File: config.mk
export PLATFORM = sky130hd
export DESIGN_NAME = bcd_shift_add
export DESIGN_NICKNAME = d
export VERILOG_FILES = /design/src/rtl/bin2bcd_pkg.sv /design/src/rtl/bcd_add3.sv /design/src/rtl/bcd_shift_add.sv
export SDC_FILE = /design/constraint.sdc
export NUM_CORES = 1
export LEC_CHECK = 0
export ABC_CLOCK_PERIOD_IN_PS = 1730
export BUFFER_PORTS_ARGS = -buffer_cell sky130_fd_sc_hd__buf_2
export CELL_PAD_IN_SITES_DETAIL_PLACEMENT = 0
export CELL_PAD_IN_SITES_GLOBAL_PLACEMENT = 1
export CORE_UTILIZATION = 30
export DETAILED_ROUTE_END_ITERATION = 8
export PLACE_DENSITY = 0.59
export SYNTH_ARGS = -nofsm -noshare
export SYNTH_HDL_FRONTEND = slang
export SYNTH_HIERARCHICAL = 1
export SYNTH_SLANG_ARGS = --single-unit
File: constraint.sdc
create_clock -name clk -period 1.73 [get_ports clk]
set_clock_uncertainty 0.15 [all_clocks]
set_input_delay 0.346 -clock clk [delete_from_list [all_inputs] [get_ports clk]]
set_output_delay 0.346 -clock clk [all_outputs]
set_load 0.1 [all_outputs]
File: src/rtl/bin2bcd_pkg.sv
// Shared constants and types for the bin2BCD conversion path.
// The digit count is derived from the magnitude width so the two cannot drift apart.
package bin2bcd_pkg;

  // Number of decimal digits needed to hold 2**w - 1.
  function automatic int digits_for(input int w);
    longint v;
    int     n;
    v = (64'd1 << w) - 64'd1;
    n = 1;
    for (int i = 0; i < 20; i++) begin
      if (v >= 10) begin
        v = v / 10;
        n = n + 1;
      end
    end
    return n;
  endfunction

  localparam int BIN_W    = 10;
  localparam int DIGITS   = digits_for(BIN_W);
  localparam int BCD_W    = 4 * DIGITS;
  localparam int SIGN_BIT = BCD_W;
  localparam int CNT_W    = $clog2(BIN_W + 1);

  typedef enum logic {
    IDLE  = 1'b0,
    SHIFT = 1'b1
  } state_t;

endpackage

File: src/rtl/bcd_add3.sv
// Double-dabble digit correction: a digit of 5 or more gets +3 so that
// the following left shift carries cleanly into the next decimal digit.
module bcd_add3 (
  input  logic [3:0] din,
  output logic [3:0] dout
);

  assign dout = (din >= 4'd5) ? din + 4'd3 : din;

endmodule

File: src/rtl/bcd_shift_add.sv
// Iterative shift-and-add-3 converter: one magnitude bit per clock, signed
// packed BCD result with a single-cycle valid pulse on completion.
module bcd_shift_add
  import bin2bcd_pkg::*;
(
  input  logic              clk,
  input  logic              rst_n,
  input  logic              bin_vld_pre,
  input  logic [BIN_W-1:0]  bin_reg_pre,
  input  logic [BCD_W:0]    bcd_reg_pre,
  output logic              busy,
  output logic [BCD_W:0]    bcd,
  output logic              bcd_vld,
  output logic              ovr
);

  state_t                  state_reg, state_next;
  logic [CNT_W-1:0]        cnt_reg, cnt_next;
  logic [BIN_W-1:0]        bin_shift_reg, bin_shift_next;
  logic [BCD_W-1:0]        bcd_work_reg, bcd_work_next;
  logic                    sign_reg, sign_next;
  logic [BCD_W:0]          bcd_reg, bcd_next;
  logic                    bcd_vld_reg, bcd_vld_next;
  logic                    ovr_reg, ovr_next;

  logic [BCD_W-1:0]        corrected;
  logic [BCD_W+BIN_W-1:0]  shifted;

  // All digits are corrected in parallel from the pre-iteration value.
  for (genvar gi = 0; gi < DIGITS; gi++) begin : g_add3
    bcd_add3 u_add3 (
      .din  (bcd_work_reg[4*gi +: 4]),
      .dout (corrected[4*gi +: 4])
    );
  end

  // The top digit's carry-out is always 0 for in-range magnitudes and falls off here.
  assign shifted = {corrected, bin_shift_reg} << 1;

  always_comb begin
    state_next     = state_reg;
    cnt_next       = cnt_reg;
    bin_shift_next = bin_shift_reg;
    bcd_work_next  = bcd_work_reg;
    sign_next      = sign_reg;
    bcd_next       = bcd_reg;
    bcd_vld_next   = 1'b0;
    ovr_next       = 1'b0;

    unique case (state_reg)
      IDLE: begin
        if (bin_vld_pre) begin
          bin_shift_next = bin_reg_pre;
          bcd_work_next  = bcd_reg_pre[BCD_W-1:0];
          // A zero magnitude never reports a negative sign.
          sign_next      = bcd_reg_pre[SIGN_BIT] & (|bin_reg_pre);
          cnt_next       = '0;
          state_next     = SHIFT;
        end
      end
      SHIFT: begin
        ovr_next       = bin_vld_pre;
        bcd_work_next  = shifted[BCD_W+BIN_W-1:BIN_W];
        bin_shift_next = shifted[BIN_W-1:0];
        cnt_next       = cnt_reg + CNT_W'(1);
        if (cnt_reg == CNT_W'(BIN_W - 1)) begin
          bcd_next     = {sign_reg, shifted[BCD_W+BIN_W-1:BIN_W]};
          bcd_vld_next = 1'b1;
          state_next   = IDLE;
        end
      end
      default: state_next = IDLE;
    endcase
  end

  always_ff @(posedge clk or negedge rst_n) begin
    if (!rst_n) begin
      state_reg     <= IDLE;
      cnt_reg       <= '0;
      bin_shift_reg <= '0;
      bcd_work_reg  <= '0;
      sign_reg      <= 1'b0;
      bcd_reg       <= '0;
      bcd_vld_reg   <= 1'b0;
      ovr_reg       <= 1'b0;
    end else begin
      state_reg     <= state_next;
      cnt_reg       <= cnt_next;
      bin_shift_reg <= bin_shift_next;
      bcd_work_reg  <= bcd_work_next;
      sign_reg      <= sign_next;
      bcd_reg       <= bcd_next;
      bcd_vld_reg   <= bcd_vld_next;
      ovr_reg       <= ovr_next;
    end
  end

  assign busy    = (state_reg == SHIFT);
  assign bcd     = bcd_reg;
  assign bcd_vld = bcd_vld_reg;
  assign ovr     = ovr_reg;

endmodule

== Word level (Yosys, flattened, before mapping) ==
Cells that the tools add are included.

* Flip-flop bits (word level): 51
* Input port bits: 30
* Output and inout port bits: 20
* Word-level logic and storage cells: 40

* Add/sub/neg operators: 5
* Magnitude comparators: 4
* Equal/unequal tests: 2
* Multiplexer cells: 16
* Bitwise gates (word level): 2
* Reductions and logical operators: 3

{| class="wikitable"
|+ Operators by type and width
! operator !! count
|-
| one-hot mux 16 bit (2 select lines) || 1
|-
| one-hot mux 10 bit (2 select lines) || 1
|-
| >= comparator 4 x 3 -> 1 bit, second input constant || 4
|-
| two-way mux 16 bit || 1
|-
| two-way mux 4 bit || 4
|-
| adder 4 x 2 -> 4 bit, second input constant || 3
|-
| two-way mux 10 bit || 1
|-
| OR reduction 10 bit || 1
|-
| one-hot mux 4 bit (2 select lines) || 1
|-
| two-way mux 1 bit || 5
|-
| adder 4 x 1 -> 4 bit, second input constant || 1
|-
| == test 4 bit, second input constant || 1
|-
| AND reduction 2 bit || 2
|-
| adder 3 x 2 -> 3 bit, second input constant || 1
|-
| two-way mux 3 bit || 1
|-
| inequality test 2 bit, second input constant || 1
|-
| one-hot mux 1 bit (2 select lines) || 1
|-
| bitwise AND 1 bit || 1
|-
| NOT 1 bit || 1
|}

== Longest topological paths before layout ==
* Depth in word-level cells: 3
* Depth in mapped cells: 7
* Gate-level depth less buffers: 7

== Cells and area by module ==
The synthesis kept the hierarchy.

{| class="wikitable"
|+ By module, submodules not included
! module !! times used !! cells each !! area each (um^2) !! seq. area each (um^2)
|-
| bcd_shift_add || 1 || 181 || 2,194.6 || 1,276.2
|-
| bcd_add3 || 4 || 16 || 101.3 || 0.0
|}

== Worst setup path before layout ==
Ideal clock, no wire load.

* Path kind: register to register
* Start: register state_reg (netlist: busy)
* End: register bcd_reg[10] (netlist: bcd[10])
* Setup time: 0.126 ns
* Data arrival time: 1.839 ns
* Required time: 1.454 ns
* Setup slack: -0.385 ns
* Cell stages (with the launch flop): 5
* Buffers on the path: 2
* Period minus slack after synthesis: 2.115 ns
* Cells stage by stage: dfrtp_1 -> buf_4 -> nand4b_4 -> buf_2 -> mux2_2

* Longest elaborated chain between the ends: 1

{| class="wikitable"
|+ Ends and longest elaborated chain
! item !! RTL line !! text
|-
| start: declaration || bcd_shift_add.sv:17 || <nowiki>state_t state_reg, state_next;</nowiki>
|-
| start signal: assignment || bcd_shift_add.sv:87 || <nowiki>state_reg <= state_next;</nowiki>
|-
| AND reduction 2 bit (no source line) || n/a ||
|-
| end signal: assignment || bcd_shift_add.sv:92 || <nowiki>bcd_reg <= bcd_next;</nowiki>
|-
| end: declaration || bcd_shift_add.sv:22 || <nowiki>logic [BCD_W:0] bcd_reg, bcd_next;</nowiki>
|}

No other way between the ends.
A chain may end at the register's enable or synchronous reset.

== Worst setup path after layout ==
* Start: register state_reg (netlist: busy)
* End: output port busy

{| class="wikitable"
|+ RTL lines
! item !! RTL line !! text
|-
| end: declaration || bcd_shift_add.sv:11 || <nowiki>output logic busy,</nowiki>
|}

No word-level cell between the ends.

==> flow_summary.ini <==
[run_status]
status = finished, final reports clean

[clock_tree]
numCtsBuffers = 5
clockBufferDepth = 2
cts.sinks = 51
htree_levels = 2
root_buffer = clkbuf_8
cts_tree = built
clk_latency_ns = 0.29
clk_pin_slew_ns = 0.09

[route]
wl_met2_mm = 2.43
drtIter0Drc = 69
wl_mm = 5.28
routed.top_layer = met4
vias = 1841
firstDrtPassIters = 4
met3_length_um = 224
viasPerCell = 4.53
antenna_left = 0
wire_per_inst_um = 13.0
m1WireLength_mm = 2.58
drc_errors = 0

[place]
dpl.hpwl_mm = 3.74
io_buffers = 49
dp.cells = 392
gp_congestion = 0.733

[layout]
multi_input_area_mm2 = 0.00124
nFillCells = 838
drive_above_1_share = 0.349
largest_reg_flops = 17
fin_nets = 340
area.growth.synth_to_final_pct = 26.1
seq_area_mm2 = 0.00128
final_core_util = 0.394
diodes = 0
stdcell_count = 406

[die]
coreArea_mm2 = 0.00826
die_area_mm2 = 0.00897
die_y_um = 94.7
row_count = 33
fp.dieW_um = 94.7
io_pins = 50
start_util = 0.312

[min_path]
whs_path_depth = 3
min_from = bcd_reg_pre[16]
hold_path_end = sign_reg
hold_class = in2reg

[logic_synthesis]
synth_area_mm2 = 0.00258
yosys_warnings = 6
synth_nets = 281
syn_avg_cell_area_um2 = 10.7
syn_inst = 241

[global_routing]
grt_pass1_wl_mm = 8.89
grt_pass1_vias = 1849
grt_max_degree = 52
antenna_found_initial = 0
grt_overflow = 0
grt.total_usage = 0.129

[sta]
hold_viol = 0
finalCritPeriodShare = 0.954
worst_pin_slew_ns = 0.493
timing.fmax_ghz = 0.606
slew_headroom = 0.673
fin_tns_setup_ns = 0
grt_setup_unrepaired = no
finalSetupViolations = 0
period_needed_ns = 1.65
report.final.slew_viol_count = 0
whs_ns = 0.126

[critical_path]
r2r-start = bcd_work_reg[12]
worstReg2RegEnd = bcd[14]
critPathTopFamily = flip-flops
cp_slowest_cell = dfrtp_4
crit_start = busy
cp-end-kind = output pin
worstPathRequired_ns = 1.23
r2r_setup_slack_ns = 0.13
path_buf_inv = 2
worstPathArrival_ns = 1.15
crit_path_cell_trace = buf_6 > buf_12
critPathMaxFanout = 15
crit_type = reg2out
worstSetupStartpointType = flop
reg2reg_depth = 5
max_stage_delay_ns = 0.52

[job]
drv_cap = 0
==> tightest hold or removal path, delay by kind of cell <==
kind	cells	cell delay, ns
buffers and inverters	1	0.10
AO/OA/AOI/OAI	2	0.09
==> layer usage <==
| metal | global-route usage | vias to the layer above |
|---|---|---|
| met5 | 0 | - |
| met4 | 0.0341 | 0 |
| li1 | - | 935 |
| met2 | 0.203 | 37 |
| met1 | 0.176 | 864 |
| met3 | 0.0306 | 5 |
==> worst max-delay path by stage <==
stage               depth (start not counted)  slack [ns]                to
floorplan                                   4        0.02           bcd[10]
global placement                            4        0.11          sign_reg
detailed placement                          4        0.09          sign_reg
CTS                                         2        0.01              busy
global route                                7       0.008  bcd_work_reg[14]
finish                                      2        0.08              busy
==> through the flow <==
stage	setup WS [ns]	instance area (µm²)
2_1_floorplan	0.0228	2590
3_3_place_gp	0.109	3050
3_5_place_dp	0.0864	3050
4_1_cts	0.0147	3180
5_1_grt	0.00796	3250
6_report	0.0803	3250
==> final cells by class <==
class                   instances  share of cell area
flip-flops and latches         51               0.394
well taps                     105              0.0404
repair buffers                 64               0.136
clock buffers                   6              0.0254
multi-input cells             167               0.381
clock inverters                 2              0.0108
inverters                      11              0.0127
==> timing repair <==
action                                  CTS  global route
gates resized for setup                   0            13
endpoints found under the setup margin    0            11
hold endpoints to repair                 51             0
setup buffers                             0             5
hold buffers                              1             0
==> cells in the final DEF, fill, tap and decap left out, drive strengths merged <==
| cell type | instances |
|---|---|
| bufinv | 1 |
| and2 | 1 |
| inv | 11 |
| dlygate4sd3 | 1 |
| a21oi | 4 |
| nor2 | 7 |
| buf | 63 |
| or4 | 2 |
| a22o | 1 |
| nand2b | 9 |
| clkbuf | 6 |
| o31ai | 2 |
| nand3 | 1 |
| nand4b | 1 |
| clkinv | 1 |
| o41ai | 1 |
| nand2 | 41 |
| dfrtp | 51 |
| mux2i | 30 |
| ha | 10 |
| mux2 | 18 |
| o21ai | 33 |
| xor2 | 1 |
| xnor2 | 5 |
Power is left out: the tool's default activity adds up to more than one toggle a clock period on the data nets, which glitch-free logic cannot reach.
